## config.mk

```make
export PLATFORM = sky130hd
export DESIGN_NAME = combo_op_sequencer
export DESIGN_NICKNAME = d
export VERILOG_FILES = /design/src/rtl/combo_pkg.sv /design/src/rtl/combo_op_fifo.sv /design/src/rtl/combo_op_sequencer.sv
export SDC_FILE = /design/constraint.sdc
export NUM_CORES = 1
export LEC_CHECK = 0
export CORE_UTILIZATION = 30
export CTS_CLUSTER_DIAMETER = 100
export DETAILED_ROUTE_END_ITERATION = 12
export GPL_ROUTABILITY_DRIVEN = 0
export GPL_TIMING_DRIVEN = 0
export PLACE_DENSITY = 0.56
export SLEW_MARGIN = 0
export SYNTH_ARGS = -nofsm -noshare
export SYNTH_HDL_FRONTEND = slang
export SYNTH_SLANG_ARGS = --single-unit
```

## constraint.sdc

```tcl
create_clock -name clk -period 3.35 [get_ports clk]
set_clock_uncertainty 0.05 [all_clocks]
set_input_delay 0.335 -clock clk [delete_from_list [all_inputs] [get_ports clk]]
set_output_delay 0.335 -clock clk [all_outputs]
set_load 0.1 [all_outputs]
```

## src/rtl/combo_pkg.sv

```systemverilog
// Types and widths shared between combo_logic and its upstream operation sequencer.
package combo_pkg;

  localparam int unsigned DATA_W = 8;
  localparam int unsigned CTRL_W = 3;

  typedef struct packed {
    logic [DATA_W-1:0] a_in;
    logic [DATA_W-1:0] b_in;
    logic [CTRL_W-1:0] control_in;
  } input_port;

  typedef struct packed {
    logic [DATA_W-1:0] result;
    logic              zero;
  } output_port;

  typedef enum logic [1:0] {IDLE, ACTIVE, FLUSH} seq_state_e;

endpackage

```

## src/rtl/combo_op_fifo.sv

```systemverilog
// Synchronous FIFO of packed operation requests; extra pointer MSB separates full from empty.
module combo_op_fifo
  import combo_pkg::*;
#(
  parameter int unsigned DEPTH = 4
) (
  input  logic      clk,
  input  logic      rst_n,
  input  logic      push,
  input  logic      pop,
  input  logic      clear,
  input  input_port wdata,
  output input_port rdata,
  output logic      full,
  output logic      empty
);

  localparam int unsigned AW = $clog2(DEPTH);
  localparam logic [AW:0] PtrOne = 1;

  logic [AW:0] wptr_q, rptr_q;
  input_port   mem [DEPTH];

  always_ff @(posedge clk or negedge rst_n) begin
    if (!rst_n) begin
      wptr_q <= '0;
      rptr_q <= '0;
    end else if (clear) begin
      wptr_q <= '0;
      rptr_q <= '0;
    end else begin
      if (push) wptr_q <= wptr_q + PtrOne;
      if (pop)  rptr_q <= rptr_q + PtrOne;
    end
  end

  always_ff @(posedge clk) begin
    if (push && !full) mem[wptr_q[AW-1:0]] <= wdata;
  end

  always_comb begin
    rdata = mem[rptr_q[AW-1:0]];
    empty = (wptr_q == rptr_q);
    full  = (wptr_q[AW] != rptr_q[AW]) && (wptr_q[AW-1:0] == rptr_q[AW-1:0]);
  end

endmodule

```

## src/rtl/combo_op_sequencer.sv

```systemverilog
// Buffers operation requests and issues them one at a time onto the combo_logic input register.
module combo_op_sequencer
  import combo_pkg::*;
#(
  parameter int unsigned DEPTH = 4,
  parameter int unsigned CNT_W = 16
) (
  input  logic              clk,
  input  logic              rst_n,
  input  logic              in_valid,
  output logic              in_ready,
  input  logic [DATA_W-1:0] in_a,
  input  logic [DATA_W-1:0] in_b,
  input  logic [CTRL_W-1:0] in_ctrl,
  input  logic              flush,
  output input_port         p1,
  output logic              p1_valid,
  input  logic              out_ready,
  output logic [CNT_W-1:0]  issue_cnt,
  output logic              busy
);

  localparam logic [CNT_W-1:0] CntOne = 1;

  seq_state_e       state_q;
  input_port        p1_q;
  logic             p1_valid_q;
  logic [CNT_W-1:0] cnt_q;
  input_port        head;
  logic             full, empty, push, load, consume;

  always_comb begin
    in_ready = !full && (state_q != FLUSH);
    push     = in_valid && in_ready;
    load     = !empty && (!p1_valid_q || out_ready) && (state_q != FLUSH);
    consume  = p1_valid_q && out_ready;
    busy     = (state_q != IDLE);
    p1       = p1_q;
    p1_valid = p1_valid_q;
    issue_cnt = cnt_q;
  end

  combo_op_fifo #(
    .DEPTH (DEPTH)
  ) u_fifo (
    .clk   (clk),
    .rst_n (rst_n),
    .push  (push),
    .pop   (load),
    .clear (state_q == FLUSH),
    .wdata ({in_a, in_b, in_ctrl}),
    .rdata (head),
    .full  (full),
    .empty (empty)
  );

  always_ff @(posedge clk or negedge rst_n) begin
    if (!rst_n) begin
      state_q    <= IDLE;
      p1_q       <= '0;
      p1_valid_q <= 1'b0;
      cnt_q      <= '0;
    end else begin
      // p1 data is kept on flush so combo_logic inputs stay defined
      if (load) p1_q <= head;

      if (flush || state_q == FLUSH) p1_valid_q <= 1'b0;
      else if (load)                 p1_valid_q <= 1'b1;
      else if (consume)              p1_valid_q <= 1'b0;

      if (consume && cnt_q != '1) cnt_q <= cnt_q + CntOne;

      unique case (state_q)
        IDLE: begin
          if (flush)     state_q <= FLUSH;
          else if (push) state_q <= ACTIVE;
        end
        ACTIVE: begin
          if (flush)                          state_q <= FLUSH;
          else if (empty && !push && consume) state_q <= IDLE;
        end
        FLUSH:   state_q <= IDLE;
        default: state_q <= IDLE;
      endcase
    end
  end

endmodule

```

* After elaboration in Yosys (flattened, before gate mapping)
Memory sizes are Yosys's and may differ from the RTL's. A register that Yosys moved wholly into a read port is not among the register bits. Index checks and enable logic that the tools add are counted.
Word-level totals: flip-flop bits (word level) 25, latch bits 0, RAM bits 76, bits in read-only memories 0, word-level logic and storage cells 55, memories kept 1
Memory list:
- u_fifo.mem | words 4, width 19, read ports 1, clocked after Yosys merged registers in 1, write ports 1, line combo_op_fifo.sv:22 | input_port mem [DEPTH];
Cells by class: $add $sub $neg 3, $mul 0, divide/modulo/power cells 0, order comparisons 0, eq/ne operators 9, shift-type cells 0, multiplexer cells 14, bitwise logic cells 0, reduce and logical (&&, ||, !) cells 23
Operators with widths (number):
- $add A16 B1 Y16 const B | 1
- $ne A16 B16 Y1 const B | 1
- $mux W3 | 4
- $logic_and A1 B1 Y1 | 10
- $mux W2 | 4
- $add A3 B1 Y3 const B | 2
- $ne A3 B3 Y1 const B | 2
- $reduce_bool A2 Y1 | 3
- $logic_not A1 Y1 | 5
- $mux W1 | 5
- $pmux W2 S2 | 1
- $eq A3 B3 Y1 | 1
- $reduce_bool A3 Y1 | 1
- $eq A2 B1 Y1 const B | 1
- $eq A2 B2 Y1 | 1
- $eq A2 B2 Y1 const B | 1
- $logic_not A2 Y1 | 1
- $logic_or A1 B1 Y1 | 2
- $ne A2 B2 Y1 const B | 1
- $reduce_and A2 Y1 | 1
- $ne A1 B1 Y1 | 1

* Logic depth before layout (Yosys ltp)
depth in word-level cells 11, gate-level depth with buffers 6

* Hierarchy
A second synthesis with hierarchy kept.
Unflattened totals: cells, all modules 266, area, all modules 4819.6 µm²
Modules (own cells, without submodules):
- combo_op_fifo | instances 1, cells each 140, area each 3158.0 µm², sequential area each 2432.3 µm²
- combo_op_sequencer | instances 1, cells each 126, area each 1661.6 µm², sequential area each 950.9 µm²

* Least setup slack after synthesis
OpenSTA, ideal clock, no wires.
path kind reg-to-output, start point reg u_fifo.wptr_q[1], end point out in_ready, data arrival time 2.297 ns, required time 2.965 ns, path slack 0.668 ns, stages on the path, launching flop included 3, buffers on the path 0, path through dfrtp_1 -> xnor2_1 -> a31oi_1
Between the ends: word-level cells in the longest chain between the ends 4
RTL lines:
- start, declared | line combo_op_fifo.sv:21 | logic [AW:0] wptr_q, rptr_q;
- start signal, assigned | line combo_op_fifo.sv:32 | if (push) wptr_q <= wptr_q + PtrOne;
- $eq A2 B2 Y1 | line combo_op_fifo.sv:44 | full = (wptr_q[AW] != rptr_q[AW]) && (wptr_q[AW-1:0] == rptr_q[AW-1:0]);
- $logic_and A1 B1 Y1 | line combo_op_fifo.sv:44
- $logic_not A1 Y1 | line combo_op_sequencer.sv:33 | in_ready = !full && (state_q != FLUSH);
- $logic_and A1 B1 Y1 | line combo_op_sequencer.sv:33
- end, declared | line combo_op_sequencer.sv:11 | output logic in_ready,
Every way passes these cells.

* Final worst setup path
start point reg u_fifo.rptr_q[0], end point out in_ready
Between the ends: word-level cells in the longest chain between the ends 4
RTL lines:
- start, declared | line combo_op_fifo.sv:21
- start signal, assigned | line combo_op_fifo.sv:33 | if (pop) rptr_q <= rptr_q + PtrOne;
- $eq A2 B2 Y1 | line combo_op_fifo.sv:44
- $logic_and A1 B1 Y1 | line combo_op_fifo.sv:44
- $logic_not A1 Y1 | line combo_op_sequencer.sv:33
- $logic_and A1 B1 Y1 | line combo_op_sequencer.sv:33
Every way passes these cells.

==> flow_metrics.py <==
metrics = {
    "synth": {
        "synth_compound_area_frac": 0.0203,
        "synth-simple-area-share": 0.0659,
        "ys_warn_count": 0,
        "synthCells": 266,
        "synth_edf_count": 76,
        "synth-seq-cells": 120,
        "syn-cell-area_sq_um": 4860,
        "synth.avg_cell_area_sq_um": 18.3,
        "synth-adder-area-share": 0.0155,
        "synth_seq_area_share": 0.696,
        "yosysUniqueCellTypes": 40,
        "syn-num-nets": 296,
        "synth_xor_area_frac": 0.0430,
        "async_flop_share": 0.367,
        "synth_top_family_by_area": "multiplexers",
        "ys.flop_type": "edfxtp_1",
        "synthMuxAreaShare": 0.146,
    },
    "die": {
        "fp.dieW_um": 129,
        "die-area_sq_um": 16700,
        "die_h_um": 129,
        "io_pins": 62,
        "start_util": 0.307,
        "row_count": 46,
        "fp.coreArea_sq_um": 15800,
    },
    "min_path": {
        "hp-class": "in -> async",
    },
    "final_layout": {
        "final_cell_mix": "edfxtp_1, clkdlybuf4s50_1, dfrtp_1",
        "seq_area_sq_um": 3380,
        "layout_commonest_cell": "edfxtp_1",
        "drive_gt1_frac": 0.213,
        "synthToLayoutAreaGrowth_pct": 30.7,
        "n_fill_cell": 1450,
        "multiInputGateArea_sq_um": 1410,
        "nets": 378,
        "antenna_cells": 0,
    },
    "clock_network": {
        "cts_tree": "built",
        "h-tree-depth": 4,
        "cts_buffers": 17,
        "cts.sinks": 120,
        "clkLatencyLatePin_ns": 0.40,
        "path_clk_slew_ns": 0.05,
        "cts.path.max_buffers": 2,
        "cts_root_buf": "clkbuf_16",
    },
    "timing": {
        "min_period_over_period": 0.861,
        "fin_ws_ns": 0.466,
        "worstMarginPinSlew_ns": 1.11,
        "drv_slew": 0,
        "relSlewSlack": 0.263,
        "finalCriticalPeriod_ns": 2.88,
        "rsz0062_at_grt": "false",
        "final-setup-viol-count": 0,
        "hold_viol_final": 0,
        "fin_setup_tns_ns": 0,
        "fmax_mhz": 347,
    },
    "drt": {
        "drt_iter0_markers": 84,
        "drc": 0,
        "wl_um": 9410,
        "ant_nets": 0,
        "vias": 2609,
        "drt_pass1_iterations": 4,
        "wl_per_cell_um": 16.3,
        "viasPerCell": 4.52,
    },
    "power": {
        "powerDensity_nw_per_um2": 1080,
        "leakage_nw": 2.32,
        "vdd_drop_max_uv": 647,
    },
    "grt": {
        "grt_pass1_vias": 2692,
        "antenna_found_initial": 0,
        "overflow": 0,
        "grt_pass1_wl_um": 15000,
        "grt_util_all_layers": 0.125,
        "grt_max_degree": 25,
    },
    "placed_design": {
        "port_buffers": 61,
        "place_ws_ns": 0.517,
        "dpl.hpwl_um": 6030,
    },
    "flow_run": {
        "maxCapViolations": 0,
    },
    "setup_path": {
        "crit_fanout": 4,
        "crit_path_end_kind": "output pin",
        "worstPathRequired_ns": 2.96,
        "crit_chain": "clkbuf_1 -> xnor2_1 -> a31oi_1 -> clkdlybuf4s50_1",
        "worst_path_largest_cell_delay_ns": 1.16,
        "worstPathArrival_ns": 2.50,
        "crit_path_top_delay_cell": "clkdlybuf4s50_1",
        "path_class": "reg -> out",
        "start_kind": "flip-flop",
    },
    "status": {
        "status": "completed",
    },
}
[state kept, by name, summed over array words and instances (netlist names)]
register	cells
issue_cnt	16
p1	19
u_fifo.wptr_q	3
u_fifo.mem	76
p1_valid	1
u_fifo.rptr_q	3
state_q	2
[logic make-up after synthesis]
kind of cell,after synthesis
flops,120
simple gates,53
mux,41
xor+xnor,23
compound gates,12
buf+inv,11
fa+ha+maj,6
[per-layer routing]
layer	GRT usage	wire [um]
met2	0.201	4670
met4	0.0561	131
met3	0.0367	387
met5	0	0
met1	0.157	4230
[power breakdown]
| group | switching (mW) | internal, mW |
|---|---|---|
| clock | 0.601 | 1.19 |
| sequential | 0.192 | 1.93 |
| combinational | 1.92 | 1.00 |
[synth_stat cells (all sizes together) (6+ instances only)]
library cell / number / area share
ha: 6 / 0.015
nor3: 6 / 0.0062
nand3: 7 / 0.0072
nand4: 8 / 0.010
mux2: 20 / 0.054
edfxtp: 76 / 0.47
nor2: 10 / 0.011
mux4: 19 / 0.088
xor2: 12 / 0.023
dfrtp: 44 / 0.23
xnor2: 11 / 0.020
[critical path, delay by kind of cell (launching register included)]
| family | cells | cell delay, ns |
|---|---|---|
| buf+inv | 2 | 1.32 |
| flops | 1 | 0.38 |
| compound gates | 1 | 0.21 |
| xor+xnor | 1 | 0.19 |
[worst paths after layout]
check                                              from                           to  slack (ns)  cells past startpoint
setup / recovery           u_fifo.rptr_q[0]$_DFFE_PN0P_                     in_ready        0.47                      4
hold / removal                                    rst_n     issue_cnt[7]$_DFFE_PN0P_        0.40                      2
setup reg to reg                 state_q[1]$_DFFE_PN0P_  u_fifo.mem[3][18]$_DFFE_PP_        0.67                      4
hold reg to reg                  state_q[1]$_DFFE_PN0P_       state_q[1]$_DFFE_PN0P_        0.43                      1
max in group asynchronous                         rst_n           p1[14]$_DFFE_PN0P_        2.31                      3
min in group clk                 state_q[1]$_DFFE_PN0P_       state_q[1]$_DFFE_PN0P_        0.43                      1
[final cells by class]
| class | count | share of cell area |
|---|---|---|
| timing repair buffer | 63 | 0.100 |
| tap | 216 | 0.0426 |
| clock buffer | 24 | 0.0727 |
| clock inverter | 8 | 0.0193 |
| multi-input combinational | 135 | 0.223 |
| inverter | 3 | 0.00177 |
| buffer | 8 | 0.00788 |
| sequential | 120 | 0.533 |
[metrics by stage]
stage | power (mW) | cells | hold WS, ns | area (sq um) | utilization
floorplan | 4.41 | 266 | -0.0106 | 4860 | -
global placement | 5.07 | 543 | 0.401 | 5740 | 0.363
detailed placement | 5.11 | 544 | 0.302 | 5750 | 0.364
CTS | 6.93 | 577 | 0.413 | 6350 | 0.401
global route | 7.13 | 577 | 0.442 | 6350 | 0.401
finish | 6.83 | 577 | 0.404 | 6350 | 0.401
[what timing repair did]
item / in CTS / in global routing
hold buffers: 1 / 0
setup buffers: 0 / 0
gates resized for setup: 0 / 0
endpoints found under the hold margin: 20 / 0
Note: power is estimated with default switching activity, not from simulation.
